File: src/rtl/instr_mem_responder.sv
// Instruction-memory responder: word-addressed fetch requests in, instruction words out
// in order after a fixed read latency, through a credit-checked output queue.
module instr_mem_responder #(
    parameter int ADDR_W    = 5,
    parameter int DEPTH     = 32,
    parameter int DATA_W    = 32,
    parameter int LATENCY   = 2,
    parameter int OUT_DEPTH = 4
) (
    input  logic              clk,
    input  logic              reset,
    input  logic              req_valid,
    output logic              req_ready,
    input  logic [ADDR_W-1:0] req_addr,
    output logic              resp_valid,
    input  logic              resp_ready,
    output logic [DATA_W-1:0] resp_data,
    output logic              resp_err,
    input  logic              ld_en,
    input  logic [ADDR_W-1:0] ld_addr,
    input  logic [DATA_W-1:0] ld_data,
    output logic              busy
);

    localparam int PTR_W = (OUT_DEPTH > 1) ? $clog2(OUT_DEPTH) : 1;
    localparam int CNT_W = $clog2(OUT_DEPTH + 1);
    localparam int SUM_W = CNT_W + 1;
    localparam logic [ADDR_W:0]    DEPTH_C  = (ADDR_W + 1)'(DEPTH);
    localparam logic [PTR_W-1:0]   LAST_PTR = PTR_W'(OUT_DEPTH - 1);
    localparam logic [SUM_W-1:0]   CREDITS  = SUM_W'(OUT_DEPTH);

    function automatic logic [PTR_W-1:0] f_next_ptr(input logic [PTR_W-1:0] p);
        return (p == LAST_PTR) ? '0 : p + 1'b1;
    endfunction

    logic [DATA_W-1:0] r_mem [DEPTH];

    logic              w_accept;
    logic              w_pop;
    logic              w_req_in_range;
    logic              w_ld_in_range;
    logic [DATA_W-1:0] w_rd_data;
    logic              w_push;
    logic [DATA_W-1:0] w_push_data;
    logic              w_push_err;
    logic [SUM_W-1:0]  w_used;

    logic [CNT_W-1:0]  r_inflight;
    logic [CNT_W-1:0]  r_q_count;
    logic [PTR_W-1:0]  r_wr_ptr;
    logic [PTR_W-1:0]  r_rd_ptr;
    logic [DATA_W-1:0] r_q_data [OUT_DEPTH];
    logic [OUT_DEPTH-1:0] r_q_err;

    assign w_req_in_range = {1'b0, req_addr} < DEPTH_C;
    assign w_ld_in_range  = {1'b0, ld_addr} < DEPTH_C;
    assign w_rd_data      = w_req_in_range ? r_mem[req_addr] : '0;

    assign resp_valid = (r_q_count != '0);
    assign w_pop      = resp_valid && resp_ready;
    assign resp_data  = resp_valid ? r_q_data[r_rd_ptr] : '0;
    assign resp_err   = resp_valid && r_q_err[r_rd_ptr];

    // A same-cycle pop returns its credit immediately, so a full queue still accepts.
    assign w_used    = SUM_W'(r_inflight) + SUM_W'(r_q_count) - SUM_W'(w_pop);
    assign req_ready = reset && !ld_en && (w_used < CREDITS);
    assign w_accept  = req_valid && req_ready;
    assign busy      = (r_inflight != '0) || (r_q_count != '0);

    always_ff @(posedge clk) begin
        if (ld_en && w_ld_in_range) begin
            r_mem[ld_addr] <= ld_data;
        end
    end

    // Stage p0: array read at the accept edge; later stages only delay the word
    generate
        if (LATENCY == 1) begin : g_lat1
            assign w_push      = w_accept;
            assign w_push_data = w_rd_data;
            assign w_push_err  = !w_req_in_range;
        end else begin : g_pipe
            logic [LATENCY-2:0] r_vld_p;
            logic [LATENCY-2:0] r_err_p;
            logic [DATA_W-1:0]  r_data_p [LATENCY-1];

            always_ff @(posedge clk) begin
                if (!reset) begin
                    r_vld_p <= '0;
                end else begin
                    r_vld_p[0] <= w_accept;
                    for (int i = 1; i < LATENCY - 1; i++) begin
                        r_vld_p[i] <= r_vld_p[i-1];
                    end
                end
            end

            always_ff @(posedge clk) begin
                r_data_p[0] <= w_rd_data;
                r_err_p[0]  <= !w_req_in_range;
                for (int i = 1; i < LATENCY - 1; i++) begin
                    r_data_p[i] <= r_data_p[i-1];
                    r_err_p[i]  <= r_err_p[i-1];
                end
            end

            assign w_push      = r_vld_p[LATENCY-2];
            assign w_push_data = r_data_p[LATENCY-2];
            assign w_push_err  = r_err_p[LATENCY-2];
        end
    endgenerate

    // Queue stage: credit check guarantees a free slot for every push
    always_ff @(posedge clk) begin
        if (!reset) begin
            r_inflight <= '0;
            r_q_count  <= '0;
            r_wr_ptr   <= '0;
            r_rd_ptr   <= '0;
        end else begin
            case ({w_accept, w_push})
                2'b10:   r_inflight <= r_inflight + 1'b1;
                2'b01:   r_inflight <= r_inflight - 1'b1;
                default: r_inflight <= r_inflight;
            endcase
            case ({w_push, w_pop})
                2'b10:   r_q_count <= r_q_count + 1'b1;
                2'b01:   r_q_count <= r_q_count - 1'b1;
                default: r_q_count <= r_q_count;
            endcase
            if (w_push) begin
                r_wr_ptr <= f_next_ptr(r_wr_ptr);
            end
            if (w_pop) begin
                r_rd_ptr <= f_next_ptr(r_rd_ptr);
            end
        end
    end

    always_ff @(posedge clk) begin
        if (w_push) begin
            r_q_data[r_wr_ptr] <= w_push_data;
            r_q_err[r_wr_ptr]  <= w_push_err;
        end
    end

endmodule

File: config.mk
export PLATFORM = sky130hd
export DESIGN_NAME = instr_mem_responder
export DESIGN_NICKNAME = d
export VERILOG_FILES = /design/src/rtl/instr_mem_responder.sv
export SDC_FILE = /design/constraint.sdc
export NUM_CORES = 1
export LEC_CHECK = 0
export ABC_AREA = 1
export CAP_MARGIN = 20
export CELL_PAD_IN_SITES_DETAIL_PLACEMENT = 0
export CELL_PAD_IN_SITES_GLOBAL_PLACEMENT = 1
export CORE_UTILIZATION = 40
export DETAILED_ROUTE_END_ITERATION = 12
export PLACE_DENSITY_LB_ADDON = 0.1
export SLEW_MARGIN = 20
export SYNTH_ARGS = -nofsm -noshare
export SYNTH_HDL_FRONTEND = slang
export SYNTH_SLANG_ARGS = --single-unit
File: constraint.sdc
create_clock -name clk -period 3.4 [get_ports clk]
set_input_delay 0.68 -clock clk [delete_from_list [all_inputs] [get_ports clk]]
set_output_delay 0.68 -clock clk [all_outputs]
set_load 0.01 [all_outputs]
# [After elaboration in Yosys (flattened, before gate mapping)]
# Memories as Yosys holds them, arrays and structs flattened. A register that Yosys moved wholly into a read port is not among the register bits.
# Cells that the tools add are included.
[word_totals] memories=3 wordCells=56 ramBits=1184 output_inout_bits=36 inputBits=47 regBits=15
[memory_table] name="r_mem" words=32 word_bits=32 read_ports=1 rd_clocked_by_memory_dff=0 write_ports=1 line="36" text="logic [DATA_W-1:0] r_mem [DEPTH];"
[memory_table] name="r_q_data" words=4 word_bits=32 read_ports=1 rd_clocked_by_memory_dff=1 write_ports=1 line="52" text="logic [DATA_W-1:0] r_q_data [OUT_DEPTH];"
[memory_table] name="g_pipe.r_data_p" words=1 word_bits=32 read_ports=1 rd_clocked_by_memory_dff=0 write_ports=1 line="85" text="logic [DATA_W-1:0] r_data_p [LATENCY-1];"
[classes] mux=15 n_addsub=8 bitwise_logic=2 magnitude_cmp=4 reduce_logical=12 n_eq_ne=6
[op_table] operator="32-bit 2-to-1 mux" n=1
[op_table] operator="3-bit one-hot mux with 2 select lines" n=2
[op_table] operator="2-bit equality test, second input constant" n=4
[op_table] operator="2-bit 2-to-1 mux" n=4
[op_table] operator="3-bit by 1-bit adder with 3-bit output, second input constant" n=2
[op_table] operator="1-bit logical AND" n=6
[op_table] operator="2-bit by 3-bit < comparator with 1-bit output, second input constant" n=2
[op_table] operator="1-bit 2-to-1 mux" n=6
[op_table] operator="3-bit nonzero test" n=2
[op_table] operator="3-bit by 1-bit subtractor with 3-bit output, second input constant" n=2
[op_table] operator="2-bit by 1-bit adder with 2-bit output, second input constant" n=2
[op_table] operator="3-bit by 3-bit adder with 4-bit output" n=1
[op_table] operator="4-bit AND" n=1
[op_table] operator="2-bit by 1-bit equality test with 1-bit output, second input constant" n=2
[op_table] operator="4-bit by 3-bit < comparator with 1-bit output, second input constant" n=1
[op_table] operator="4-bit inverter" n=1
[op_table] operator="2-bit nonzero test" n=2
[op_table] operator="4-bit by 1-bit subtractor with 4-bit output" n=1
[op_table] operator="1-bit binary-select mux with 2-bit select" n=1
[op_table] operator="1-bit demux with 2-bit select" n=1
[op_table] operator="2-bit by 1-bit greater-or-equal comparator with 1-bit output, second input constant" n=1
[op_table] operator="1-bit zero test" n=1
[op_table] operator="1-bit logical OR" n=1

# [Logic depth before layout (Yosys ltp)]
[depth] depth_word=8 ltp_mapped=19 depth_no_buf=19

# [Worst setup path after synthesis]
# Ideal clock, no wire load.
[synth_path] path_type="input-to-reg" start="in ld_addr[1]" end="mem r_mem[0][0], enable pin" setup_time_ns=0.421 n_path_buf=0 required_ns=2.979 arrival_time_ns=2.336 setup_slack_ns=0.643 path_stages=3 cell_sequence="inv_1 nand3_1 nor2_1"
[synth_lines] item="start: declaration" line="20" text="input logic [ADDR_W-1:0] ld_addr,"
[synth_lines] item="end: declaration" line="36"
# Straight into the memory's write port.

==> impl_metrics.ini <==
[routing]
dr.pass1.iters = 6
drc = 0
ant_nets = 0
drt-initial-drc-count = 2423
num_vias = 29700
routed_wl_mm = 133.6
wire_per_inst_um = 23.36
routed_via_density = 5.194

[clock_network]
cts_sinks = 1201
cts_hold_buf = 0
cts_tree = yes
clockBufferDepth = 3
clock_latency_ns = 0.74
clk_pin_slew_ns = 0.05
root_buffer = clkbuf_16
cts_made_buffers = 135
htree_levels = 4

[floorplan]
die_h_um = 347.7
die-area_um2 = 120900
io-pin-count = 83
dieWidth_um = 347.7
start_util = 0.4042
rows = 126
core_um2 = 118200

[worst_setup_path]
crit_path_max_fanout = 32
cpMaxStageDelayCell = clkdlybuf4s50_1
crit_family = buffers and inverters
cp_num_cells = 5
worstPathArrival_ns = 2.51
critPathLaunchType = flop
critical_path_class = flop to output port
reg2reg_depth = 19
path_cells = clkinv_1 > buf_4 > o21ai_0 > a21oi_1 > clkdlybuf4s50_1
cp.required_ns = 2.72
cpPeakStageDelay_ns = 0.58
timing.rr.start = r_inflight[1]
critPathBufInv = 3
critical_path.reg2reg.endpoint = r_inflight[2]
regToRegSetupSlack_ns = 0.75
end_kind = output port

[job]
cap_violations = 0

[placement]
gp_congestion = 0.7467
pre_cts_ws_ns = 0.07307
dpl_cell_area_um2 = 51370
dpl.hpwl_mm = 71.64
numPortBuffers = 82

[cells_and_area]
fin_nets = 4136
fin_util = 0.4697
syn2layout_area_growth_pct = 16.20
seq_area_um2 = 35620
nFillCells = 10630
multiInputGateArea_um2 = 10850
stdcell_area_um2 = 55540
drive_gt1_frac = 0.09663

[timing]
final_max_slew_viol_count = 0
fin_crit_sh = 0.9391
setup_ws_ns = 0.2071
tightestPinTransition_ns = 1.011
fin_tns_setup_ns = 0
fmax_mhz = 313.2
finClkSkew_ns = 0.02354
hold_violations = 0
relSlewSlack = 0.3236
setup_viol = 0
layout_min_cycle_time_ns = 3.193
rsz0062_at_grt = no

[pwr]
p_per_area_nw_per_um2 = 610.7
p_leak_nw = 19.58
peakVddDrop_mv = 0.4842
p_total_mw = 33.92

[global_route]
busiest_layer = met2
grt_pass1_wl_mm = 196.4
overflow = 0
grtUsageMet3 = 0.03869
grtUsageTotal = 0.2221
grt_use_met2 = 0.3502
grt_pass1_vias = 28840
antenna_found_initial = 7
grt_max_degree = 109
grt_util_met1 = 0.3196

[logic_synthesis]
synth_cells = 3912
yosysWarnings = 0
synth_area_um2 = 47800
yosys_register_bits = 1201
syn_nets = 3972
yosysSeqAreaShare = 0.7451
synth_area_per_cell_um2 = 12.22
yosys.cell_types.count = 25

[worst_hold_path]
hp-start = g_pipe.r_data_p[0][29]
min_to = r_q_data[1][29]
hold_depth = 0
holdCritPathClass = flop to flop

[run_status]
status = completed
## cells in the final DEF (no fill, tap or decap), types with 15 or more instances in the layout
cell type and instances:
nor2_4 33, nand2_1 1134, dfxtp_1 44, clkbuf_1 50
nor2_1 236, buf_4 137, clkinv_2 15, o31ai_1 32
clkbuf_16 142, clkinv_1 21, buf_12 50, nand3_1 658
a21oi_1 209, edfxtp_1 1156, clkdlybuf4s50_1 76, o21ai_0 106
inv_1 38
## metal layers
metal	vias to the layer above	routed length [um]	share of wire
met3	145	8004	0.060
met2	761	61760	0.46
met5	-	0	0
met1	14610	61530	0.46
met4	0	2274	0.017
li1	14190	-	-
## kinds of logic after synthesis
group / after synthesis / synth area share
compound gates: 349 / 0.03822
fa+ha+maj: 13 / 0.003717
buf+inv: 284 / 0.03340
flops: 1201 / 0.7451
simple gates: 2065 / 0.1796
## worst max-delay path by stage
stage	from	to	slack (ns)
2_1_floorplan	ld_addr[1]	r_mem[0][0]	0.64
3_3_place_gp	resp_ready	req_ready	0.02
3_5_place_dp	resp_ready	req_ready	0.07
4_1_cts	flop	resp_data[24]	0.1
5_1_grt	r_inflight[1]	req_ready	0.01
6_report	flop	resp_data[4]	0.21
## sequential cells by signal, indices dropped and copies added (netlist names), named ones only
name	count
r_mem	1024
r_q_err	4
r_q_data	128
g_pipe.r_data_p	32
r_inflight	3
r_q_count	3
r_wr_ptr	2
g_pipe.r_vld_p	1
r_rd_ptr	2
## metrics by stage
stage | hold WS, ns | std cells
final | 0.4705 | 5719
after global placement | 0.4533 | 5473
after floorplan | 0.4383 | 3912
after detailed placement | 0.4662 | 5473
after global routing | 0.4935 | 5718
after CTS | 0.4716 | 5716
## cell type report
cell class	count	area share
clock buffer	196	0.06814
clock inverter	46	0.005564
sequential	1201	0.6413
timing repair buffer	267	0.05141
inverter	44	0.003559
multi-input combinational	2427	0.1954
tap	1536	0.03460
antenna	2	0.00009011
## power breakdown
| part | internal (mW) | switching [mW] |
|---|---|---|
| sequential | 16.7 | 0.188 |
| clock | 7.88 | 5.67 |
| combinational | 1.25 | 2.27 |
| total | 25.8 | 8.14 |
## cell usage after synthesis (all sizes together)
library cell	count	share of area
edfxtp	1156	0.73
nand2	1134	0.089
nand3	658	0.069
nor2	270	0.021
a21oi	210	0.022
buf	181	0.025
o21ai	107	0.011
clkbuf	59	0.0046
dfxtp	45	0.019
inv	42	0.0035
o31ai	32	0.0050
ha	11	0.0029
clkinv	2	0.00016
fa	2	0.00084
nor3	2	0.00021
nand4	1	0.00013
## repair_timing
item | 4_1_cts | 5_1_grt
endpoints found under the setup margin | 18 | 2
cloned | 0 | 1
gates resized for setup | 4 | 3
buffers inserted | 1 | 0
No activity file was read; power rests on OpenSTA's default activity.
